## src/rtl/pooling_controller.sv

```systemverilog
// Buffers a MAP_W x MAP_W feature map, then issues each 2x2 window to an external
// pooling unit one at a time and forwards each pooled result with its window index.
module pooling_controller #(
  parameter int DATA_W = 22,
  parameter int MAP_W  = 4
) (
  input  logic              clk,
  input  logic              rst_n,
  input  logic              start,
  input  logic              abort,
  input  logic [DATA_W-1:0] pixelIn,
  input  logic              pixelValid,
  output logic              pixelReady,
  output logic [DATA_W-1:0] poolIn1,
  output logic [DATA_W-1:0] poolIn2,
  output logic [DATA_W-1:0] poolIn3,
  output logic [DATA_W-1:0] poolIn4,
  output logic              poolEnable,
  input  logic [DATA_W-1:0] poolOut,
  input  logic              poolDone,
  output logic [DATA_W-1:0] resultOut,
  output logic [7:0]        resultIdx,
  output logic              resultValid,
  output logic              busy,
  output logic              frameDone
);

  localparam int NPIX = MAP_W * MAP_W;
  localparam int HALF = MAP_W / 2;
  localparam int NWIN = HALF * HALF;
  localparam int AW   = (NPIX > 1) ? $clog2(NPIX) : 1;

  typedef enum logic [2:0] {IDLE, LOAD, ISSUE, WAIT, DONE} state_t;

  state_t            state;
  logic [AW-1:0]     load_cnt;
  logic [7:0]        win_cnt;
  logic [7:0]        issue_k;
  logic              pix_xfer;
  logic              last_pix;
  logic              last_win;
  logic [DATA_W-1:0] buf_mem [NPIX];
  logic [AW-1:0]     win_addr [4];
  logic [DATA_W-1:0] win_pix [4];

  // Buffer address of element (dr,dc) inside 2x2 window k.
  function automatic logic [AW-1:0] pix_addr(input logic [7:0] k, input int dr, input int dc);
    int r;
    int c;
    r = int'(k) / HALF;
    c = int'(k) % HALF;
    return AW'((2 * r + dr) * MAP_W + 2 * c + dc);
  endfunction

  assign pix_xfer = pixelReady && pixelValid;
  assign last_pix = (load_cnt == AW'(NPIX - 1));
  assign last_win = (win_cnt == 8'(NWIN - 1));
  assign issue_k  = (state == WAIT) ? win_cnt + 8'd1 : 8'd0;

  // The final pixel can belong to window 0 (MAP_W=2), so forward it around the buffer.
  always_comb begin
    for (int i = 0; i < 4; i++) begin
      win_addr[i] = pix_addr(issue_k, i / 2, i % 2);
      win_pix[i]  = (pix_xfer && (win_addr[i] == load_cnt)) ? pixelIn : buf_mem[win_addr[i]];
    end
  end

  always_ff @(posedge clk) begin
    if (pix_xfer) buf_mem[load_cnt] <= pixelIn;
  end

  always_ff @(posedge clk or negedge rst_n) begin
    if (!rst_n) begin
      state       <= IDLE;
      load_cnt    <= '0;
      win_cnt     <= '0;
      pixelReady  <= 1'b0;
      poolEnable  <= 1'b0;
      resultValid <= 1'b0;
      busy        <= 1'b0;
      frameDone   <= 1'b0;
      poolIn1     <= '0;
      poolIn2     <= '0;
      poolIn3     <= '0;
      poolIn4     <= '0;
      resultOut   <= '0;
      resultIdx   <= '0;
    end else begin
      poolEnable  <= 1'b0;
      resultValid <= 1'b0;
      frameDone   <= 1'b0;
      if (abort) begin
        state      <= IDLE;
        load_cnt   <= '0;
        win_cnt    <= '0;
        pixelReady <= 1'b0;
        busy       <= 1'b0;
      end else begin
        case (state)
          IDLE: if (start) begin
            state      <= LOAD;
            load_cnt   <= '0;
            win_cnt    <= '0;
            pixelReady <= 1'b1;
            busy       <= 1'b1;
          end
          LOAD: if (pix_xfer) begin
            if (last_pix) begin
              state      <= ISSUE;
              pixelReady <= 1'b0;
              load_cnt   <= '0;
              win_cnt    <= '0;
              poolEnable <= 1'b1;
              poolIn1    <= win_pix[0];
              poolIn2    <= win_pix[1];
              poolIn3    <= win_pix[2];
              poolIn4    <= win_pix[3];
            end else begin
              load_cnt <= load_cnt + AW'(1);
            end
          end
          ISSUE: state <= WAIT;
          WAIT: if (poolDone) begin
            resultOut   <= poolOut;
            resultIdx   <= win_cnt;
            resultValid <= 1'b1;
            if (last_win) begin
              state     <= DONE;
              frameDone <= 1'b1;
            end else begin
              state      <= ISSUE;
              win_cnt    <= win_cnt + 8'd1;
              poolEnable <= 1'b1;
              poolIn1    <= win_pix[0];
              poolIn2    <= win_pix[1];
              poolIn3    <= win_pix[2];
              poolIn4    <= win_pix[3];
            end
          end
          DONE: begin
            state <= IDLE;
            busy  <= 1'b0;
          end
          default: begin
            state      <= IDLE;
            pixelReady <= 1'b0;
            busy       <= 1'b0;
          end
        endcase
      end
    end
  end

endmodule

```

## config.mk

```make
export PLATFORM = sky130hd
export DESIGN_NAME = pooling_controller
export DESIGN_NICKNAME = d
export VERILOG_FILES = /design/src/rtl/pooling_controller.sv
export SDC_FILE = /design/constraint.sdc
export NUM_CORES = 1
export LEC_CHECK = 0
export ABC_AREA = 1
export CAP_MARGIN = 20
export CORE_MARGIN = 2
export CORE_UTILIZATION = 55
export CTS_BUF_LIST = sky130_fd_sc_hd__clkbuf_2
export CTS_CLUSTER_DIAMETER = 120
export DETAILED_ROUTE_END_ITERATION = 6
export GPL_TIMING_DRIVEN = 0
export HOLD_SLACK_MARGIN = 0.03
export PLACE_DENSITY_LB_ADDON = 0.05
export SYNTH_ARGS = -nofsm -noshare
export SYNTH_HDL_FRONTEND = slang
export SYNTH_SLANG_ARGS = --single-unit
export TNS_END_PERCENT = 10
```

## constraint.sdc

```tcl
create_clock -name clk -period 4.5 [get_ports clk]
set_input_delay 0.9 -clock clk [delete_from_list [all_inputs] [get_ports clk]]
set_output_delay 0.9 -clock clk [all_outputs]
set_load 0.01 [all_outputs]
```

## After elaboration in Yosys (flattened, before gate mapping)

Memories as Yosys holds them, arrays and structs flattened.
Cells that the tools add are included.

- Memories: 1
- RAM bits: 352
- Input port bits: 50
- Flip-flop bits (word level): 138

- Add/subtract/negate cells: 7
- Equal/unequal tests: 21
- Reduce and logical (&&, ||, !) cells: 18
- Muxes and demuxes: 66
- Bitwise logic cells: 1

Memories:

| memory | depth | bits a word | read ports | clocked after memory_dff | write ports | line | RTL |
|---|---|---|---|---|---|---|---|
| buf_mem | 16 | 22 | 4 | 0 | 1 | 42 | `logic [DATA_W-1:0] buf_mem [NPIX];` |

Operator list:

| kind | number |
|---|---|
| $mux 22 | 20 |
| $pmux 22 s2 | 4 |
| $mux 8 | 6 |
| $pmux 8 s3 | 1 |
| $mux 1 | 19 |
| $mux 3 | 6 |
| $eq 4x4->1 | 4 |
| $mux 4 | 4 |
| $ne 3x3->1 const B | 5 |
| $add 4x1->4 const B | 3 |
| $pmux 3 s4 | 1 |
| $reduce_and 6->1 | 2 |
| $add 4x2->4 | 2 |
| $add 8x1->8 const B | 1 |
| $eq 8x2->1 const B | 1 |
| $ne 2x2->1 const B | 4 |
| $pmux 4 s2 | 1 |
| $reduce_and 4->1 | 2 |
| $eq 3x2->1 const B | 2 |
| $reduce_and 3->1 | 2 |
| $reduce_or 3->1 | 2 |
| $logic_and 1x1->1 | 5 |
| $eq 4x4->1 const B | 1 |
| $ne 2x1->1 const B | 2 |
| other kinds (12) | 13 |

## Depth between registers and ports, before layout

- Depth in word-level cells: 11
- Depth in mapped cells: 13

## Worst setup path before layout

No wires, ideal clock.

- Path kind: input -> register
- From: input port pixelValid
- To: memory buf_mem[0][0], enable pin
- Arrival time: 2.167 ns
- Cell stages on the path: 4
- Setup slack: 1.932 ns
- Path buffers: 0
- Setup time: 0.401 ns
- Path through: nand2_1 inv_1 nand2_1 nor2_1

- Word-level cells in the longest chain between the ends: 3

Ends and longest elaborated chain:

| item | line | RTL |
|---|---|---|
| start, declared | 12 | `input logic pixelValid,` |
| $logic_and 1x1->1 | 55 | `assign pix_xfer = pixelReady && pixelValid;` |
| $mux 1 | 69 | `if (pix_xfer) buf_mem[load_cnt] <= pixelIn;` |
| $mux 1 (not written as such) | 69 |  |
| end, declared | 42 |  |

No other way between the ends.

## Worst setup path in the final report

- From: register poolIn3[17]
- To: output port poolIn3[17]

RTL lines:

| item | line | RTL |
|---|---|---|
| start, declared | 16 | `output logic [DATA_W-1:0] poolIn3,` |
| start signal, assigned | 116 | `poolIn3 <= win_pix[2];` |
| start signal, assigned | 136 | `poolIn3 <= win_pix[2];` |

No word-level cell between the ends.

==> out/qor.yml <==
status: "complete, no violations"
mostFrequentLayoutCells: "nand2_1 (574), nand3_1 (378), edfxtp_1 (352), inv_1 (305), nor2_1 (200)"
synth-edff-count: 352
place_congestion: 0.926
grtUsageTotal_pct: 31.2
rows: 72
numCtsBuffers: 120
die_w_um: 202
ir_drop_v: 0.000284
synth_area_per_cell_um2: 9.62
hold_class: "input port to async pin"
num_io_pins: 173
vias: 16900
drc: 0
n_fill_cell: 3288
ant_nets: 0
fin_ws_ps: 1420
max_slew_margin_pct: 25.9
totalWireLength_um: 62700
dp_hpwl_um: 42800
yosys.area.top_type: "edfxtp_1"
crit_fanout: 2
drtIter0Drc: 1652
critPathTopFamily: "buffers and inverters"
startpoint_type: "flop"
clk_path_buf_depth: 3
clkTransAtPathRegs_ps: 130
grt-ovfl-total: 0
fin_nets: 2598
cts-root-buf: "clkbuf_2"
setup_viol: 0
ys_seq_area_share_pct: 65.3
total_power_mw: 12.2
area_growth_pct: 18.2
yosysUniqueCellTypes: 32
crit_required_ps: 3600
post_cts_buffers: 0
critical-path-max-stage-delay_ps: 590
grt_pass1_vias: 16400
ctsResizeCount: 0
synth_area_mm2: 0.0215
fin_skew_ps: 98.2
cp.arrival_ps: 2180
maxSlewViolCount: 0
drive_above_1_share_pct: 12.6
coreArea_mm2: 0.0386
worst-r2r-setup-slack_ps: 1850
cp_slowest_cell: "clkdlybuf4s50_1"
p_per_area_mw_per_mm2: 482
ys_ff_latch: 490
yosys_warnings: 0
cts_tree: "done"
cts_max_level: 3
vias_per_cell: 5.34
numPortBuffers: 172
path_cells: "clkdlybuf4s50_1"
grt_start_max_net_pins: 83
post_dp_cell_area_mm2: 0.0242
crit_path_end_kind: "output pin"
synth_top_flop_cell: "edfxtp_1"
p_leak_nw: 11.9
antenna_found_initial: 2
clock_latency_ps: 1150
maxCapViolations: 0
layout_commonest_cell: "nand2_1"
period_share_pct: 68.5
dr.pass1.iters: 7
start_util_pct: 55.7
worst-path-buf-inv: 1
die_area_mm2: 0.0406
ys_async_sr_fraction_pct: 28.2
syn_inst: 2231
grt_first_pass_wirelength_um: 94400
grt_setup_unrepaired: "no"
die_h_um: 202
synthTopCellsByArea: "edfxtp_1 (49%), dfrtp_1 (16%), nand2_1 (10%), nand3_1 (8.8%), inv_1 (5.3%)"
cts_sinks: 490
max_freq_mhz: 324
yosysTopAreaCellShare_pct: 49.3
worst_pin_slew_ps: 1110
syn-num-nets: 2287
wire_per_inst_um: 19.8
period_needed_ps: 3080
dpl_worst_slack_ps: 1220
hold_viol_final: 0
fin_area_mm2: 0.0254
critical_path_class: "flop to output pin"
==> power breakdown <==
group	switching, mW	internal, mW
Clock	1.80	1.22
Combinational	2.07	1.46
Sequential	0.306	5.38
Total	4.17	8.06
==> worst paths after layout <==
check,cells after the start,startpoint,endpoint
min in group clk,3,poolOut[17],resultOut[17]
worst min register to register,2,resultOut[14],resultOut[14]
worst max-delay path,1,poolIn3[17],poolIn3[17]
max in group asynchronous,3,rst_n,resultOut[4]
worst max register to register,11,win_cnt[0],poolIn4[5]
worst min-delay path,2,rst_n,poolIn2[11]
==> area by class of cell <==
| cell class | count | area, um2 | area share (%) |
|---|---|---|---|
| clock buffers | 198 | 991 | 3.91 |
| multi-input cells | 1306 | 5730 | 22.6 |
| repair buffers | 189 | 2060 | 8.12 |
| well taps | 518 | 648 | 2.55 |
| inverters | 316 | 1190 | 4.68 |
| flip-flops and latches | 490 | 14000 | 55.3 |
| diodes | 2 | 5.00 | 0.0197 |
| plain buffers | 119 | 562 | 2.21 |
| clock inverters | 30 | 161 | 0.636 |
==> cells by family (layout without fill, tap and decap cells) <==
family | count (synthesis) | count (layout) | share of synthesized area [%]
buf+inv | 435 | 852 | 8.16
other cells | 0 | 2 | 0
xor+xnor | 1 | 1 | 0.0408
simple gates | 1190 | 1190 | 23.5
compound gates | 109 | 109 | 2.58
flops | 490 | 490 | 65.3
fa+ha+maj | 6 | 6 | 0.350
==> through the flow <==
stage	setup TNS [ps]	util [%]	hold WS, ps	cells
2_1_floorplan	0	-	471	2231
3_3_place_gp	-431290	61.8	461	2921
3_5_place_dp	0	62.8	466	2937
4_1_cts	0	65.8	233	3166
5_1_grt	0	65.8	245	3167
6_report	0	65.8	328	3168
==> Yosys cell counts (2+ instances only) <==
| master | count |
|---|---|
| nand2_1 | 574 |
| nand3_1 | 378 |
| edfxtp_1 | 352 |
| inv_1 | 305 |
| nor2_1 | 216 |
| dfrtp_1 | 138 |
| o21ai_0 | 104 |
| buf_2 | 65 |
| clkbuf_1 | 43 |
| clkinv_1 | 6 |
| ha_1 | 6 |
| buf_4 | 5 |
| nor2_4 | 5 |
| buf_1 | 4 |
| inv_2 | 4 |
| nand2_2 | 4 |
| nand4_1 | 3 |
| nor4_1 | 3 |
| buf_6 | 2 |
| nor2_2 | 2 |
==> state kept, by name, indices dropped and copies added (netlist names) <==
name / cells
buf_mem: 352
busy: 1
frameDone: 1
load_cnt: 4
pixelReady: 1
poolEnable: 1
poolIn1: 22
poolIn2: 22
poolIn3: 22
poolIn4: 22
resultIdx: 8
resultOut: 22
resultValid: 1
state: 3
win_cnt: 8
==> routing by layer <==
layer,track usage [%],routed length [um],vias to the layer above
li1,-,-,7936
met1,40.1,24700,7966
met2,50.5,29700,857
met3,8.49,6120,154
met4,12.9,2200,0
met5,0,0,-
==> repair_timing <==
action / CTS / global route
endpoints found under the setup margin: 0 / 0
hold buffers: 1 / 0
endpoints found under the hold margin: 56 / 0
Power figures use the tool's default switching activity.
